File: src/rtl/vga_pkg.sv
// Shared constants and pipeline types for the VGA frame reader.
// Default 640x480@60 timing, default image geometry, stage-0 flag bundle.
package vga_pkg;

  localparam int DEF_H_VISIBLE = 640;
  localparam int DEF_H_FP      = 16;
  localparam int DEF_H_SYNC    = 96;
  localparam int DEF_H_BP      = 48;
  localparam int DEF_V_VISIBLE = 480;
  localparam int DEF_V_FP      = 10;
  localparam int DEF_V_SYNC    = 2;
  localparam int DEF_V_BP      = 33;

  localparam int DEF_IMG_W = 256;
  localparam int DEF_IMG_H = 256;

  localparam logic [31:0] DEF_BASE_ADDR = 32'h0;

  localparam int H_TOTAL = DEF_H_VISIBLE + DEF_H_FP
                         + DEF_H_SYNC + DEF_H_BP;
  localparam int V_TOTAL = DEF_V_VISIBLE + DEF_V_FP
                         + DEF_V_SYNC + DEF_V_BP;

  // Counter width for h/v positions.
  localparam int CW = 16;

  // hs/vs hold the pin level (active-low), not an "asserted" bit.
  typedef struct packed {
    logic in_img;
    logic visible;
    logic hs;
    logic vs;
    logic first;
  } pix_flags_t;

  localparam pix_flags_t FLAGS_IDLE = '{
    in_img:  1'b0,
    visible: 1'b0,
    hs:      1'b1,
    vs:      1'b1,
    first:   1'b0
  };

endpackage

File: src/rtl/vga_timing_gen.sv
// Pixel-tick divider, h/v raster counters and stage-0 flag decode.
// Ports: i_clk, i_reset (sync, active-low), o_tick, o_h, o_v, o_flags.
module vga_timing_gen
  import vga_pkg::*;
#(
  parameter int H_VISIBLE = DEF_H_VISIBLE,
  parameter int H_FP      = DEF_H_FP,
  parameter int H_SYNC    = DEF_H_SYNC,
  parameter int H_BP      = DEF_H_BP,
  parameter int V_VISIBLE = DEF_V_VISIBLE,
  parameter int V_FP      = DEF_V_FP,
  parameter int V_SYNC    = DEF_V_SYNC,
  parameter int V_BP      = DEF_V_BP,
  parameter int IMG_W     = DEF_IMG_W,
  parameter int IMG_H     = DEF_IMG_H
) (
  input  logic          i_clk,
  input  logic          i_reset,
  output logic          o_tick,
  output logic [CW-1:0] o_h,
  output logic [CW-1:0] o_v,
  output pix_flags_t    o_flags
);

  localparam logic [CW-1:0] H_LAST =
    CW'(H_VISIBLE + H_FP + H_SYNC + H_BP - 1);
  localparam logic [CW-1:0] V_LAST =
    CW'(V_VISIBLE + V_FP + V_SYNC + V_BP - 1);

  localparam logic [CW-1:0] H_VIS = CW'(H_VISIBLE);
  localparam logic [CW-1:0] V_VIS = CW'(V_VISIBLE);
  localparam logic [CW-1:0] IW    = CW'(IMG_W);
  localparam logic [CW-1:0] IH    = CW'(IMG_H);

  localparam logic [CW-1:0] HS_BEG = CW'(H_VISIBLE + H_FP);
  localparam logic [CW-1:0] HS_END = CW'(H_VISIBLE + H_FP + H_SYNC);
  localparam logic [CW-1:0] VS_BEG = CW'(V_VISIBLE + V_FP);
  localparam logic [CW-1:0] VS_END = CW'(V_VISIBLE + V_FP + V_SYNC);

  logic          r_tick;
  logic [CW-1:0] r_h;
  logic [CW-1:0] r_v;

  // r_tick rises on the first clk after release, so the first
  // active pixel edge is the second clk after release.
  always_ff @(posedge i_clk) begin
    if (!i_reset) begin
      r_tick <= 1'b0;
      r_h    <= '0;
      r_v    <= '0;
    end else begin
      r_tick <= ~r_tick;
      if (r_tick) begin
        if (r_h == H_LAST) begin
          r_h <= '0;
          if (r_v == V_LAST) r_v <= '0;
          else               r_v <= r_v + CW'(1);
        end else begin
          r_h <= r_h + CW'(1);
        end
      end
    end
  end

  always_comb begin
    o_flags         = FLAGS_IDLE;
    o_flags.in_img  = (r_h < IW) && (r_v < IH);
    o_flags.visible = (r_h < H_VIS) && (r_v < V_VIS);
    o_flags.hs      = !((r_h >= HS_BEG) && (r_h < HS_END));
    o_flags.vs      = !((r_v >= VS_BEG) && (r_v < VS_END));
    o_flags.first   = (r_h == '0) && (r_v == '0);
  end

  assign o_tick = r_tick;
  assign o_h    = r_h;
  assign o_v    = r_v;

endmodule

File: src/rtl/vga_frame_reader.sv
// Display-side frame reader: raster timing, pixel fetch, grayscale out.
// Ports: i_clk, i_reset, o_vga_addr/i_vga_data, o_hsync, o_vsync,
// o_blank_n, o_red/o_green/o_blue, o_frame_start.
module vga_frame_reader
  import vga_pkg::*;
#(
  parameter int          H_VISIBLE = DEF_H_VISIBLE,
  parameter int          H_FP      = DEF_H_FP,
  parameter int          H_SYNC    = DEF_H_SYNC,
  parameter int          H_BP      = DEF_H_BP,
  parameter int          V_VISIBLE = DEF_V_VISIBLE,
  parameter int          V_FP      = DEF_V_FP,
  parameter int          V_SYNC    = DEF_V_SYNC,
  parameter int          V_BP      = DEF_V_BP,
  parameter int          IMG_W     = DEF_IMG_W,
  parameter int          IMG_H     = DEF_IMG_H,
  parameter logic [31:0] BASE_ADDR = DEF_BASE_ADDR
) (
  input  logic        i_clk,
  input  logic        i_reset,
  output logic [31:0] o_vga_addr,
  input  logic [7:0]  i_vga_data,
  output logic        o_hsync,
  output logic        o_vsync,
  output logic        o_blank_n,
  output logic [7:0]  o_red,
  output logic [7:0]  o_green,
  output logic [7:0]  o_blue,
  output logic        o_frame_start
);

  logic          w_tick;
  logic [CW-1:0] w_h;
  logic [CW-1:0] w_v;
  pix_flags_t    w_flags;
  logic [31:0]   w_pix_addr;

  pix_flags_t    r_flags;
  logic [31:0]   r_addr;
  logic [7:0]    r_pix;
  logic          r_hsync;
  logic          r_vsync;
  logic          r_blank_n;
  logic          r_frame_start;

  vga_timing_gen #(
    .H_VISIBLE (H_VISIBLE),
    .H_FP      (H_FP),
    .H_SYNC    (H_SYNC),
    .H_BP      (H_BP),
    .V_VISIBLE (V_VISIBLE),
    .V_FP      (V_FP),
    .V_SYNC    (V_SYNC),
    .V_BP      (V_BP),
    .IMG_W     (IMG_W),
    .IMG_H     (IMG_H)
  ) u_timing (
    .i_clk   (i_clk),
    .i_reset (i_reset),
    .o_tick  (w_tick),
    .o_h     (w_h),
    .o_v     (w_v),
    .o_flags (w_flags)
  );

  assign w_pix_addr = BASE_ADDR
                    + 32'(w_v) * 32'(IMG_W)
                    + 32'(w_h);

  // Stage 0 issues the read; stage 1 consumes the data one tick
  // later, so sync/blank travel with the pixel they describe.
  always_ff @(posedge i_clk) begin
    if (!i_reset) begin
      r_flags       <= FLAGS_IDLE;
      r_addr        <= BASE_ADDR;
      r_pix         <= 8'h00;
      r_hsync       <= 1'b1;
      r_vsync       <= 1'b1;
      r_blank_n     <= 1'b0;
      r_frame_start <= 1'b0;
    end else if (w_tick) begin
      r_flags   <= w_flags;
      r_addr    <= w_flags.in_img ? w_pix_addr : BASE_ADDR;
      r_pix     <= (r_flags.in_img && r_flags.visible)
                   ? i_vga_data : 8'h00;
      r_hsync   <= r_flags.hs;
      r_vsync   <= r_flags.vs;
      r_blank_n <= r_flags.visible;
      r_frame_start <= r_flags.first;
    end else begin
      r_frame_start <= 1'b0;
    end
  end

  assign o_vga_addr    = r_addr;
  assign o_hsync       = r_hsync;
  assign o_vsync       = r_vsync;
  assign o_blank_n     = r_blank_n;
  assign o_red         = r_pix;
  assign o_green       = r_pix;
  assign o_blue        = r_pix;
  assign o_frame_start = r_frame_start;

endmodule

File: config.mk
export PLATFORM = sky130hd
export DESIGN_NAME = vga_frame_reader
export DESIGN_NICKNAME = d
export VERILOG_FILES = /design/src/rtl/vga_pkg.sv /design/src/rtl/vga_timing_gen.sv /design/src/rtl/vga_frame_reader.sv
export SDC_FILE = /design/constraint.sdc
export NUM_CORES = 1
export LEC_CHECK = 0
export CORE_ASPECT_RATIO = 2
export CORE_MARGIN = 4
export CORE_UTILIZATION = 55
export DETAILED_ROUTE_END_ITERATION = 7
export GPL_TIMING_DRIVEN = 1
export PLACE_DENSITY = 0.84
export SLEW_MARGIN = 30
export SYNTH_ARGS = -nofsm -noshare
export SYNTH_HDL_FRONTEND = slang
export SYNTH_SLANG_ARGS = --single-unit
File: constraint.sdc
create_clock -name i_clk -period 5.4 [get_ports i_clk]
set_input_delay 1.08 -clock i_clk [delete_from_list [all_inputs] [get_ports i_clk]]
set_output_delay 1.08 -clock i_clk [all_outputs]
set_load 0.01 [all_outputs]
**Word level (Yosys, flattened, before mapping)**

Cells that the tools add are included.

- Register bits after elaboration: 82
- Latch bits: 0
- Memory bits (writable): 0
- Memory bits (read-only): 0
- Input port bits: 10
- Output and inout port bits: 60
- Word-level logic and storage cells: 44
- Memories kept: 0

- Add/sub/neg operators: 3
- $mul: 0
- Div/mod/pow operators: 0
- Magnitude comparators: 8
- Equality and inequality tests: 2
- Shift operators: 0
- Mux-type cells: 4
- Bitwise logic cells: 1
- Reduce and logical (&&, ||, !) cells: 12

Operators by type and width:

| operator | count |
|---|---|
| $lt 16x9->1 const B | 4 |
| $add 16x1->16 const B | 2 |
| $eq 16x10->1 const B | 2 |
| $logic_not 16->1 | 2 |
| $lt 16x10->1 const B | 2 |
| $mux 16 | 2 |
| $add 24x16->25 | 1 |
| $mux 25 | 1 |
| $ge 16x10->1 const B | 1 |
| $ge 16x9->1 const B | 1 |
| $mux 8 | 1 |
| $logic_and 1x1->1 | 6 |
| $reduce_and 2->1 | 2 |
| $logic_not 1->1 | 2 |
| $not 1->1 | 1 |

**Depth between registers and ports, before layout**

Gate-level depths: netlist of run 1.

- Depth after elaboration: 3
- Depth in mapped cells: 8
- Gate-level depth less buffers: 8

**Hierarchy**

From an unflattened synthesis of run 1, not the netlist that was laid out.

- Cells, all modules: 494
- Area total of the unflattened synthesis: 4194.0 um2

Modules (own cells, without submodules):

| module | instances | cells an instance | area each (um2) | seq. area each (um2) |
|---|---|---|---|---|
| vga_frame_reader | 1 | 258 | 2255.9 | 840.8 |
| vga_timing_gen | 1 | 236 | 1938.1 | 660.6 |

**Worst setup path after synthesis of run 1**

No wires, ideal clock.

- Path kind: input to register
- Start point: input i_reset
- End point: register r_addr[14], in the netlist o_vga_addr[14]
- Setup time: 0.087 ns
- Arrival time: 2.302 ns
- Data required time: 5.313 ns
- Slack: 3.011 ns
- Stages: 5
- Buffers on the path: 0
- Cell sequence: nand2_1 -> or4_2 -> nor3_4 -> inv_2 -> o31ai_1

RTL lines:

| item | RTL line | source |
|---|---|---|
| start, declared | vga_frame_reader.sv:20 | `input logic i_reset,` |
| end signal, assigned | vga_frame_reader.sv:83 | `r_addr <= w_flags.in_img ? w_pix_addr : BASE_ADDR;` |
| end, declared | vga_frame_reader.sv:39 | `logic [31:0] r_addr;` |

==> flow_metrics.env, run 1 <==
export IMPL_status="complete, no violations"
export IMPL_post_route_min_period_ns=3.18
export IMPL_gr_usage_met1=0.218
export IMPL_worstPathRequired_ns=5.65
export IMPL_clock_latency_ns=0.34
export IMPL_syn_avg_cell_area_um2=8.92
export IMPL_hp_start="o_vga_addr[12]$_SDFFE_PN0P_"
export IMPL_tightest_slew_ns=0.747
export IMPL_fmax_mhz=315
export IMPL_area_growth_pct=22.0
export IMPL_final_cell_mix="dfxtp_1, clkdlybuf4s50_1, nor2_1"
export IMPL_synth_edf_count=0
export IMPL_port_buffers=62
export IMPL_slew_headroom=0.501
export IMPL_period_share=0.589
export IMPL_endpoint_kind="flop"
export IMPL_grt_max_degree=37
export IMPL_ys_ff_latch=75
export IMPL_final_cells=519
export IMPL_rr_worst_depth=5
export IMPL_drt_iter0_markers=149
export IMPL_yosys_warnings=0
export IMPL_clockBufferDepth=2
export IMPL_grt_pass1_vias=3002
export IMPL_peakVddDrop_uv=185
export IMPL_cp_data_arrival_time_ns=3.43
export IMPL_cts_hold_buf=0
export IMPL_clk_pin_slew_ns=0.05
export IMPL_synth_cell_area_mm2=0.00350
export IMPL_use_met2=0.403
export IMPL_final_common_cell="dfxtp_1"
export IMPL_setup_worst_path_start_class="input port"
export IMPL_h_tree_depth=3
export IMPL_place_inst=504
export IMPL_yosysSeqAreaShare=0.429
export IMPL_reg2reg_from="u_timing.o_h[10]$_SDFFE_PN0P_"
export IMPL_p_leak_nw=1.63
export IMPL_gr_usage_met3=0.0530
export IMPL_final_layout_size_suffix_gt1_frac=0.0575
export IMPL_finalSetupViolCount=0
export IMPL_firstDrtPassIters=4
export IMPL_crit_start="i_reset"
export IMPL_slew_violations=0
export IMPL_synth_cells=392
export IMPL_path_class="in -> reg"
export IMPL_hold_viol=0
export IMPL_coreArea_mm2=0.00611
export IMPL_dp_hpwl_mm=6.14
export IMPL_root_buffer="clkbuf_16"
export IMPL_vias=2907
export IMPL_vias_per_cell=5.60
export IMPL_die_w_um=64.4
export IMPL_ant_nets=0
export IMPL_drv_cap=0
export IMPL_drc=0
export IMPL_path_max_fanout=17
export IMPL_fin_skew_ns=0.00736
export IMPL_hold_class="reg -> reg"
export IMPL_r2r_slack_ns=2.46
export IMPL_n_antenna_cell=0
export IMPL_start_util=0.573
export IMPL_floorplan_rows=40
export IMPL_nFillCells=477
export IMPL_cts_buffers_inserted=9
export IMPL_die_y_um=121
export IMPL_drt_wirelength_per_cell_um=15.7
export IMPL_cts_tree="built"
export IMPL_globalplace_congestion=0.929
export IMPL_grt_ovfl_total=0
export IMPL_fin_nets=455
export IMPL_track_usage=0.226
export IMPL_grt_pass1_wl_mm=13.7
export IMPL_rsz0062_at_grt="false"
export IMPL_clock_sinks=75
export IMPL_holdPathEnd="o_vga_addr[12]$_SDFFE_PN0P_"
export IMPL_r2r_end="u_timing.o_v[5]$_SDFFE_PN0P_"
export IMPL_wl_mm=8.16
export IMPL_post_cts_resized=0
export IMPL_pin_count=70
export IMPL_postCtsSetupRepairBufs=0
export IMPL_ys_types=44
export IMPL_async_flop_share=0
export IMPL_holdPathStages=1
export IMPL_finalSetupTns_ns=0
export IMPL_synth_ff_type="dfxtp_1"
export IMPL_p_per_area_mw_per_mm2=266
export IMPL_antenna_found_initial=0
export IMPL_grt_busiest_layer="met2"
export IMPL_die_area_mm2=0.00778
-- worst max-delay path: stages --
cell and delay [ns]:
clkdlybuf4s50_1 0.80, nand2_1 0.18, or4_2 0.61, nor3_4 0.34
inv_2 0.15, o31ai_1 0.25
-- sequential cells by signal, summed over array words and instances (netlist names) --
| signal | count |
|---|---|
| u_timing.o_h | 16 |
| o_frame_start | 1 |
| u_timing.o_tick | 1 |
| o_vsync | 1 |
| o_vga_addr | 25 |
| u_timing.o_v | 16 |
| o_hsync | 1 |
| o_blank_n | 1 |
| o_blue | 8 |
| r_flags | 5 |
-- metrics by stage --
| stage | hold WS (ns) | setup WS [ns] | area, um^2 | utilization | total power, W |
|---|---|---|---|---|---|
| floorplan | 0.417 | 3.01 | 3520 | - | 0.000604 |
| global placement | 0.432 | 1.97 | 4000 | 0.655 | 0.000616 |
| detailed placement | 0.441 | 1.88 | 4000 | 0.655 | 0.000617 |
| CTS | 0.454 | 2.18 | 4260 | 0.698 | 0.00115 |
| global route | 0.479 | 2.03 | 4270 | 0.699 | 0.00117 |
| finish | 0.452 | 2.22 | 4270 | 0.699 | 0.00114 |
-- how the worst max path moves through the flow --
stage,endpoint,cells past startpoint
floorplan,o_vga_addr[14]$_SDFFE_PN0P_,5
global placement,o_vga_addr[14]$_SDFFE_PN0P_,6
detailed placement,o_vga_addr[14]$_SDFFE_PN0P_,6
CTS,u_timing.o_v[5]$_SDFFE_PN0P_,5
global route,o_vga_addr[14]$_SDFFE_PN0P_,6
finish,o_vga_addr[14]$_SDFFE_PN0P_,6
-- per-layer routing --
layer | part of all wire | vias to the layer above | wire length (um)
li1 | - | 1410 | -
met1 | 0.35 | 1356 | 2860
met2 | 0.53 | 108 | 4320
met3 | 0.063 | 33 | 518
met4 | 0.057 | 0 | 464
met5 | 0 | - | 0
-- area by class of cell --
| class | instances | area (um^2) | share of cell area |
|---|---|---|---|
| multi-input combinational | 272 | 1730 | 0.406 |
| sequential | 75 | 1500 | 0.352 |
| timing repair buffer | 63 | 628 | 0.147 |
| clock buffer | 13 | 250 | 0.0587 |
| tap | 84 | 105 | 0.0246 |
| inverter | 10 | 37.5 | 0.00880 |
| clock inverter | 2 | 12.5 | 0.00293 |
-- report_power, final --
part	switching, W	internal [W]
registers	0.00000592	0.000559
logic	0.0000231	0.0000176
clock network	0.000210	0.000320
total	0.000239	0.000896
-- cells by family after synthesis --
family,synth area share
and+or+nand+nor,0.241
DFF,0.429
AOI/OAI and AO/OA,0.106
buffers and inverters,0.0841
xor gates and xnor gates,0.0751
adders and majority gates,0.0522
muxes,0.0114
other,0.00107
-- synth_stat cells (8+ instances only) --
master	n	area, um^2
o21ai_0	22	110
clkbuf_1	14	52.6
nand4_1	10	62.6
nand2_1	32	120
ha_1	13	163
inv_1	9	33.8
nor2_1	41	154
nor3_1	13	65.1
a22o_1	10	87.6
and2_1	12	75.1
dfxtp_1	75	1500
nor4_1	8	50.1
xnor2_1	14	123
and3_1	10	62.6
nand3_1	16	80.1
buf_4	23	173
xor2_1	16	140
No activity file was read; power rests on OpenSTA's default activity.
==> inputs of run 2 (changes only) <==
Settings changed: CORE_UTILIZATION 55 to 51, PLACE_DENSITY 0.84 to 0.79.
Clock period 5.4 ns to 3.25 ns, I/O delays scaled along.
==> flow_metrics.env, run 2 (synthesis gave the netlist of run 1 again) <==
export IMPL_rr_worst_depth=5
export IMPL_track_usage=0.216
export IMPL_r2r_slack_ns=0.96
export IMPL_post_cts_resized=0
export IMPL_drt_iter0_markers=222
export IMPL_die_area_mm2=0.00833
export IMPL_vias_per_cell=5.54
export IMPL_pin_count=70
export IMPL_area_growth_pct=24.1
export IMPL_final_cell_mix="dfxtp_1, clkdlybuf4s50_1, nor2_1"
export IMPL_largest_register_ffs=25
export IMPL_finalSetupTns_ns=0
export IMPL_h_tree_depth=3
export IMPL_hold_class="reg -> reg"
export IMPL_firstDrtPassIters=4
export IMPL_status="complete, no violations"
export IMPL_final_layout_size_suffix_gt1_frac=0.0705
export IMPL_worstPathRequired_ns=3.49
export IMPL_endpoint_kind="flop"
export IMPL_intPower_w=0.00159
export IMPL_cts_buffers_inserted=9
export IMPL_place_ws_ns=0.518
export IMPL_p_per_area_mw_per_mm2=463
export IMPL_die_y_um=125
export IMPL_ant_nets=0
export IMPL_hold_viol=0
export IMPL_post_route_min_period_ns=2.38
export IMPL_finalSetupViolCount=0
export IMPL_postCtsSetupRepairBufs=0
export IMPL_grt_pass1_wl_mm=13.9
export IMPL_fmax_mhz=420
export IMPL_clk_pin_slew_ns=0.06
export IMPL_peakVddDrop_uv=391
export IMPL_fin_skew_ns=0.00363
export IMPL_wl_mm=8.49
export IMPL_period_share=0.733
export IMPL_n_antenna_cell=0
export IMPL_cts_hold_buf=0
export IMPL_slew_headroom=0.555
export IMPL_setup_worst_path_start_class="input port"
export IMPL_vias=2926
export IMPL_final_common_cell="dfxtp_1"
export IMPL_fin_nets=459
export IMPL_floorplan_rows=42
export IMPL_grt_max_degree=37
export IMPL_clockBufferDepth=2
export IMPL_pwr_share_comb=0.037
export IMPL_cts_tree="built"
export IMPL_slew_violations=0
export IMPL_drv_cap=0
export IMPL_tightest_slew_ns=0.663
export IMPL_path_max_fanout=10
export IMPL_clock_sinks=75
export IMPL_p_clk_frac=0.497
export IMPL_globalplace_congestion=0.959
export IMPL_grt_ovfl_total=0
export IMPL_crit_path_end="o_vga_addr[14]$_SDFFE_PN0P_"
export IMPL_p_leak_nw=1.68
export IMPL_crit_start="i_reset"
export IMPL_root_buffer="clkbuf_16"
export IMPL_dp_hpwl_mm=6.18
export IMPL_reg2reg_from="u_timing.o_h[10]$_SDFFE_PN0P_"
export IMPL_clock_latency_ns=0.33
export IMPL_path_class="in -> reg"
export IMPL_rsz0062_at_grt="false"
export IMPL_p_switching_w=0.000415
export IMPL_start_util=0.528
export IMPL_setup_ws_ns=0.868
export IMPL_port_buffers=62
export IMPL_swShare=0.207
export IMPL_seq_power_share=0.466
export IMPL_cp_data_arrival_time_ns=2.63
export IMPL_drc=0
export IMPL_antenna_found_initial=0
export IMPL_coreArea_mm2=0.00662
export IMPL_grt_pass1_vias=2951
export IMPL_r2r_end="u_timing.o_v[5]$_SDFFE_PN0P_"
export IMPL_drt_wirelength_per_cell_um=16.1
export IMPL_die_w_um=66.6
## run 2: cell count changes in the layout (fill, tap and decap cells not counted)
cell and delta:
buf_4 +4, clkbuf_1 -2, bufinv_16 +1, clkbuf_8 +1, clkinv_2 +1, clkinv_4 +1
clkinvlp_4 -1, o21ai_1 +1, o21ai_2 -1
## run 2: area by class of cell
| class | instances | area, um^2 |
|---|---|---|
| clock inverter | 4 | 48.8 |
| inverter | 10 | 37.5 |
| timing repair buffer | 67 | 658 |
| multi-input combinational | 272 | 1730 |
| sequential | 75 | 1500 |
| fill | 556 | 2280 |
| clock buffer | 12 | 256 |
| tap | 88 | 110 |
## run 2: how the worst min path moves through the flow
stage                                 from                           to  slack (ns)  cells past startpoint
2_1_floorplan      r_flags[0]$_SDFFE_PN0P_      r_flags[0]$_SDFFE_PN0P_        0.42                      2
3_3_place_gp    o_vga_addr[3]$_SDFFE_PN0P_   o_vga_addr[3]$_SDFFE_PN0P_        0.44                      2
3_5_place_dp   o_vga_addr[13]$_SDFFE_PN0P_  o_vga_addr[13]$_SDFFE_PN0P_        0.44                      2
4_1_cts        o_vga_addr[13]$_SDFFE_PN0P_  o_vga_addr[13]$_SDFFE_PN0P_        0.46                      2
5_1_grt        o_vga_addr[24]$_SDFFE_PN0P_  o_vga_addr[24]$_SDFFE_PN0P_        0.48                      1
6_report       o_vga_addr[13]$_SDFFE_PN0P_  o_vga_addr[13]$_SDFFE_PN0P_        0.45                      2
## run 2: per-stage QoR
| step | hold WS, ns | cell area [um^2] | instances | power, W | utilization |
|---|---|---|---|---|---|
| 5_1_grt | 0.480 | 4340 | 528 | 0.00208 | 0.655 |
| 3_3_place_gp | 0.437 | 4030 | 512 | 0.00103 | 0.609 |
| 2_1_floorplan | 0.417 | 3520 | 398 | 0.00100 | - |
| 4_1_cts | 0.456 | 4340 | 528 | 0.00203 | 0.655 |
| 6_report | 0.452 | 4340 | 528 | 0.00201 | 0.655 |
| 3_5_place_dp | 0.443 | 4030 | 512 | 0.00103 | 0.609 |
## run 2: power by group through the flow
stage               sequential [W]  clock, W  combinational (W)
floorplan                 0.000953         0          0.0000514
global placement          0.000956         0          0.0000722
detailed placement        0.000956         0          0.0000743
CTS                       0.000936   0.00102          0.0000750
global route              0.000937   0.00106          0.0000818
finish                    0.000936  0.000999          0.0000750
## run 2: critical path, cell delays in order
cell and delay, ns:
clkdlybuf4s50_1 0.50, nand2_1 0.10, or4_2 0.60, nor3_4 0.36
inv_2 0.16, o31ai_1 0.27
## run 2: layer usage
layer | routed length [um] | GRT usage | vias up
met2 | 4580 | 0.377 | 109
met5 | 0 | 0 | -
met4 | 406 | 0.152 | 0
met3 | 397 | 0.0530 | 32
met1 | 3100 | 0.212 | 1365
li1 | - | - | 1420
==> inputs of run 3 (changes only) <==
Settings changed: CORE_UTILIZATION 51 to 46, PLACE_DENSITY 0.79 to 0.75.
Clock period 3.25 ns to 2.1 ns, I/O delays scaled along.
==> flow_metrics.env, run 3 (synthesis gave the netlist of run 1 again) <==
export IMPL_final_util=0.618
export IMPL_floorplan_rows=44
export IMPL_drt_iter0_markers=154
export IMPL_clock_sinks=75
export IMPL_seq_power_share=0.471
export IMPL_r2r_end="o_vga_addr[15]$_SDFFE_PN0P_"
export IMPL_intPower_w=0.00244
export IMPL_fmax_mhz=504
export IMPL_die_w_um=69.7
export IMPL_final_common_cell="dfxtp_1"
export IMPL_hold_viol=0
export IMPL_drt_wirelength_per_cell_um=15.3
export IMPL_worstPathRequired_ns=2.30
export IMPL_p_clk_frac=0.486
export IMPL_rsz0062_at_grt="true"
export IMPL_multi_input_area_mm2=0.00175
export IMPL_p_per_area_mw_per_mm2=678
export IMPL_grt_busiest_layer="met2"
export IMPL_finalSetupViolCount=0
export IMPL_grt_ovfl_total=0
export IMPL_ant_nets=0
export IMPL_dp_hpwl_mm=6.35
export IMPL_period_share=0.944
export IMPL_final_layout_size_suffix_gt1_frac=0.122
export IMPL_reg2reg_from="u_timing.o_h[9]$_SDFFE_PN0P_"
export IMPL_grt_pass1_vias=2931
export IMPL_die_area_mm2=0.00915
export IMPL_nFillCells=601
export IMPL_clockBufferDepth=2
export IMPL_pin_count=70
export IMPL_crit_path_end="o_vga_addr[15]$_SDFFE_PN0P_"
export IMPL_drc=0
export IMPL_clk_pin_slew_ns=0.06
export IMPL_post_route_min_period_ns=1.98
export IMPL_coreArea_mm2=0.00732
export IMPL_wl_mm=8.46
export IMPL_slew_violations=0
export IMPL_p_leak_nw=1.78
export IMPL_track_usage=0.190
export IMPL_h_tree_depth=3
export IMPL_antenna_found_initial=0
export IMPL_setup_worst_path_start_class="flop"
export IMPL_n_antenna_cell=0
export IMPL_root_buffer="clkbuf_16"
export IMPL_final_cell_mix="dfxtp_1, clkdlybuf4s50_1, nor2_1"
export IMPL_die_y_um=131
export IMPL_port_buffers=62
export IMPL_vias_per_cell=5.40
export IMPL_seqCellArea_mm2=0.00150
export IMPL_gr_usage_met3=0.0466
export IMPL_largest_register_ffs=25
export IMPL_path_class="reg -> reg"
export IMPL_cts_buffers_inserted=9
export IMPL_grt_pass1_wl_mm=14.0
export IMPL_grt_max_degree=37
export IMPL_postCtsSetupRepairBufs=0
export IMPL_swShare=0.205
export IMPL_fin_skew_ns=0.00600
export IMPL_hold_class="reg -> reg"
export IMPL_finalSetupTns_ns=0
export IMPL_rr_worst_depth=6
export IMPL_path_max_fanout=10
export IMPL_endpoint_kind="flop"
export IMPL_start_util=0.478
export IMPL_use_met2=0.342
export IMPL_cts_hold_buf=0
export IMPL_crit_start="u_timing.o_h[9]$_SDFFE_PN0P_"
export IMPL_cp_data_arrival_time_ns=2.18
export IMPL_fin_nets=480
export IMPL_drv_cap=0
export IMPL_pwr_share_comb=0.042
export IMPL_peakVddDrop_uv=358
export IMPL_cts_tree="built"
export IMPL_gr_usage_met1=0.192
export IMPL_firstDrtPassIters=4
export IMPL_p_switching_w=0.000631
export IMPL_r2r_slack_ns=0.12
export IMPL_globalplace_congestion=0.915
export IMPL_vias=2979
export IMPL_clock_latency_ns=0.33
export IMPL_area_growth_pct=29.5
export IMPL_status="complete, no violations"
## run 3: cell types whose count changed in the layout (fill, tap and decap cells not counted), sizes merged
| cell | before | now |
|---|---|---|
| clkinv | 3 | 2 |
| clkinvlp | 0 | 1 |
| buf | 5 | 26 |
| clkbuf | 12 | 11 |
## run 3: power groups by stage
stage / combinational, W / sequential, W / clock [W]
floorplan: 0.0000796 / 0.00147 / 0
global placement: 0.000122 / 0.00148 / 0
detailed placement: 0.000126 / 0.00148 / 0
CTS: 0.000129 / 0.00145 / 0.00152
global route: 0.000142 / 0.00145 / 0.00158
finish: 0.000129 / 0.00145 / 0.00149
## run 3: layout make-up
cell class | instances | area share
tap | 92 | 0.0254
sequential | 75 | 0.332
clock inverter | 4 | 0.0113
inverter | 10 | 0.00829
timing repair buffer | 88 | 0.183
clock buffer | 11 | 0.0536
multi-input combinational | 272 | 0.387
## run 3: worst min-delay path by stage
stage	end	cells after the start	from	slack, ns
after floorplan	r_flags[0]$_SDFFE_PN0P_	2	r_flags[0]$_SDFFE_PN0P_	0.42
after detailed placement	r_flags[4]$_SDFFE_PN0P_	2	r_flags[4]$_SDFFE_PN0P_	0.44
after global routing	r_flags[4]$_SDFFE_PN0P_	2	r_flags[4]$_SDFFE_PN0P_	0.47
after CTS	r_flags[4]$_SDFFE_PN0P_	2	r_flags[4]$_SDFFE_PN0P_	0.45
final	r_flags[4]$_SDFFE_PN0P_	2	r_flags[4]$_SDFFE_PN0P_	0.45
after global placement	r_flags[4]$_SDFFE_PN0P_	2	r_flags[4]$_SDFFE_PN0P_	0.43
## run 3: per-stage QoR
stage / total power (W) / setup WS (ns) / hold slack (ns) / instance area, um^2 / cells
6_report: 0.00307 / 0.117 / 0.450 / 4530 / 552
5_1_grt: 0.00317 / -0.0354 / 0.470 / 4530 / 552
4_1_cts: 0.00310 / 0.0532 / 0.450 / 4510 / 552
3_5_place_dp: 0.00160 / -0.142 / 0.437 / 4210 / 537
3_3_place_gp: 0.00160 / -0.110 / 0.431 / 4210 / 537
2_1_floorplan: 0.00155 / 0.0815 / 0.417 / 3520 / 398
## run 3: metal layers
metal  part of all wire  up-vias
met3              0.044       22
met1               0.37     1398
met4              0.044        0
met5                  0        -
li1                   -     1465
met2               0.54       94
## run 3: repair_timing
action	in CTS	in global routing
pin swaps	0	1
hold endpoints to repair	0	0
endpoints found under the setup margin	12	14
cloned	0	0
gates resized for setup	1	5
## run 3: worst max-delay path, cell delays in order, from the launching register on
cell and delay, ns:
dfxtp_1 0.49, ha_1 0.31, a211oi_1 0.40, o21ai_0 0.19, a21oi_1 0.19, xor2_1 0.16
o21ai_0 0.11
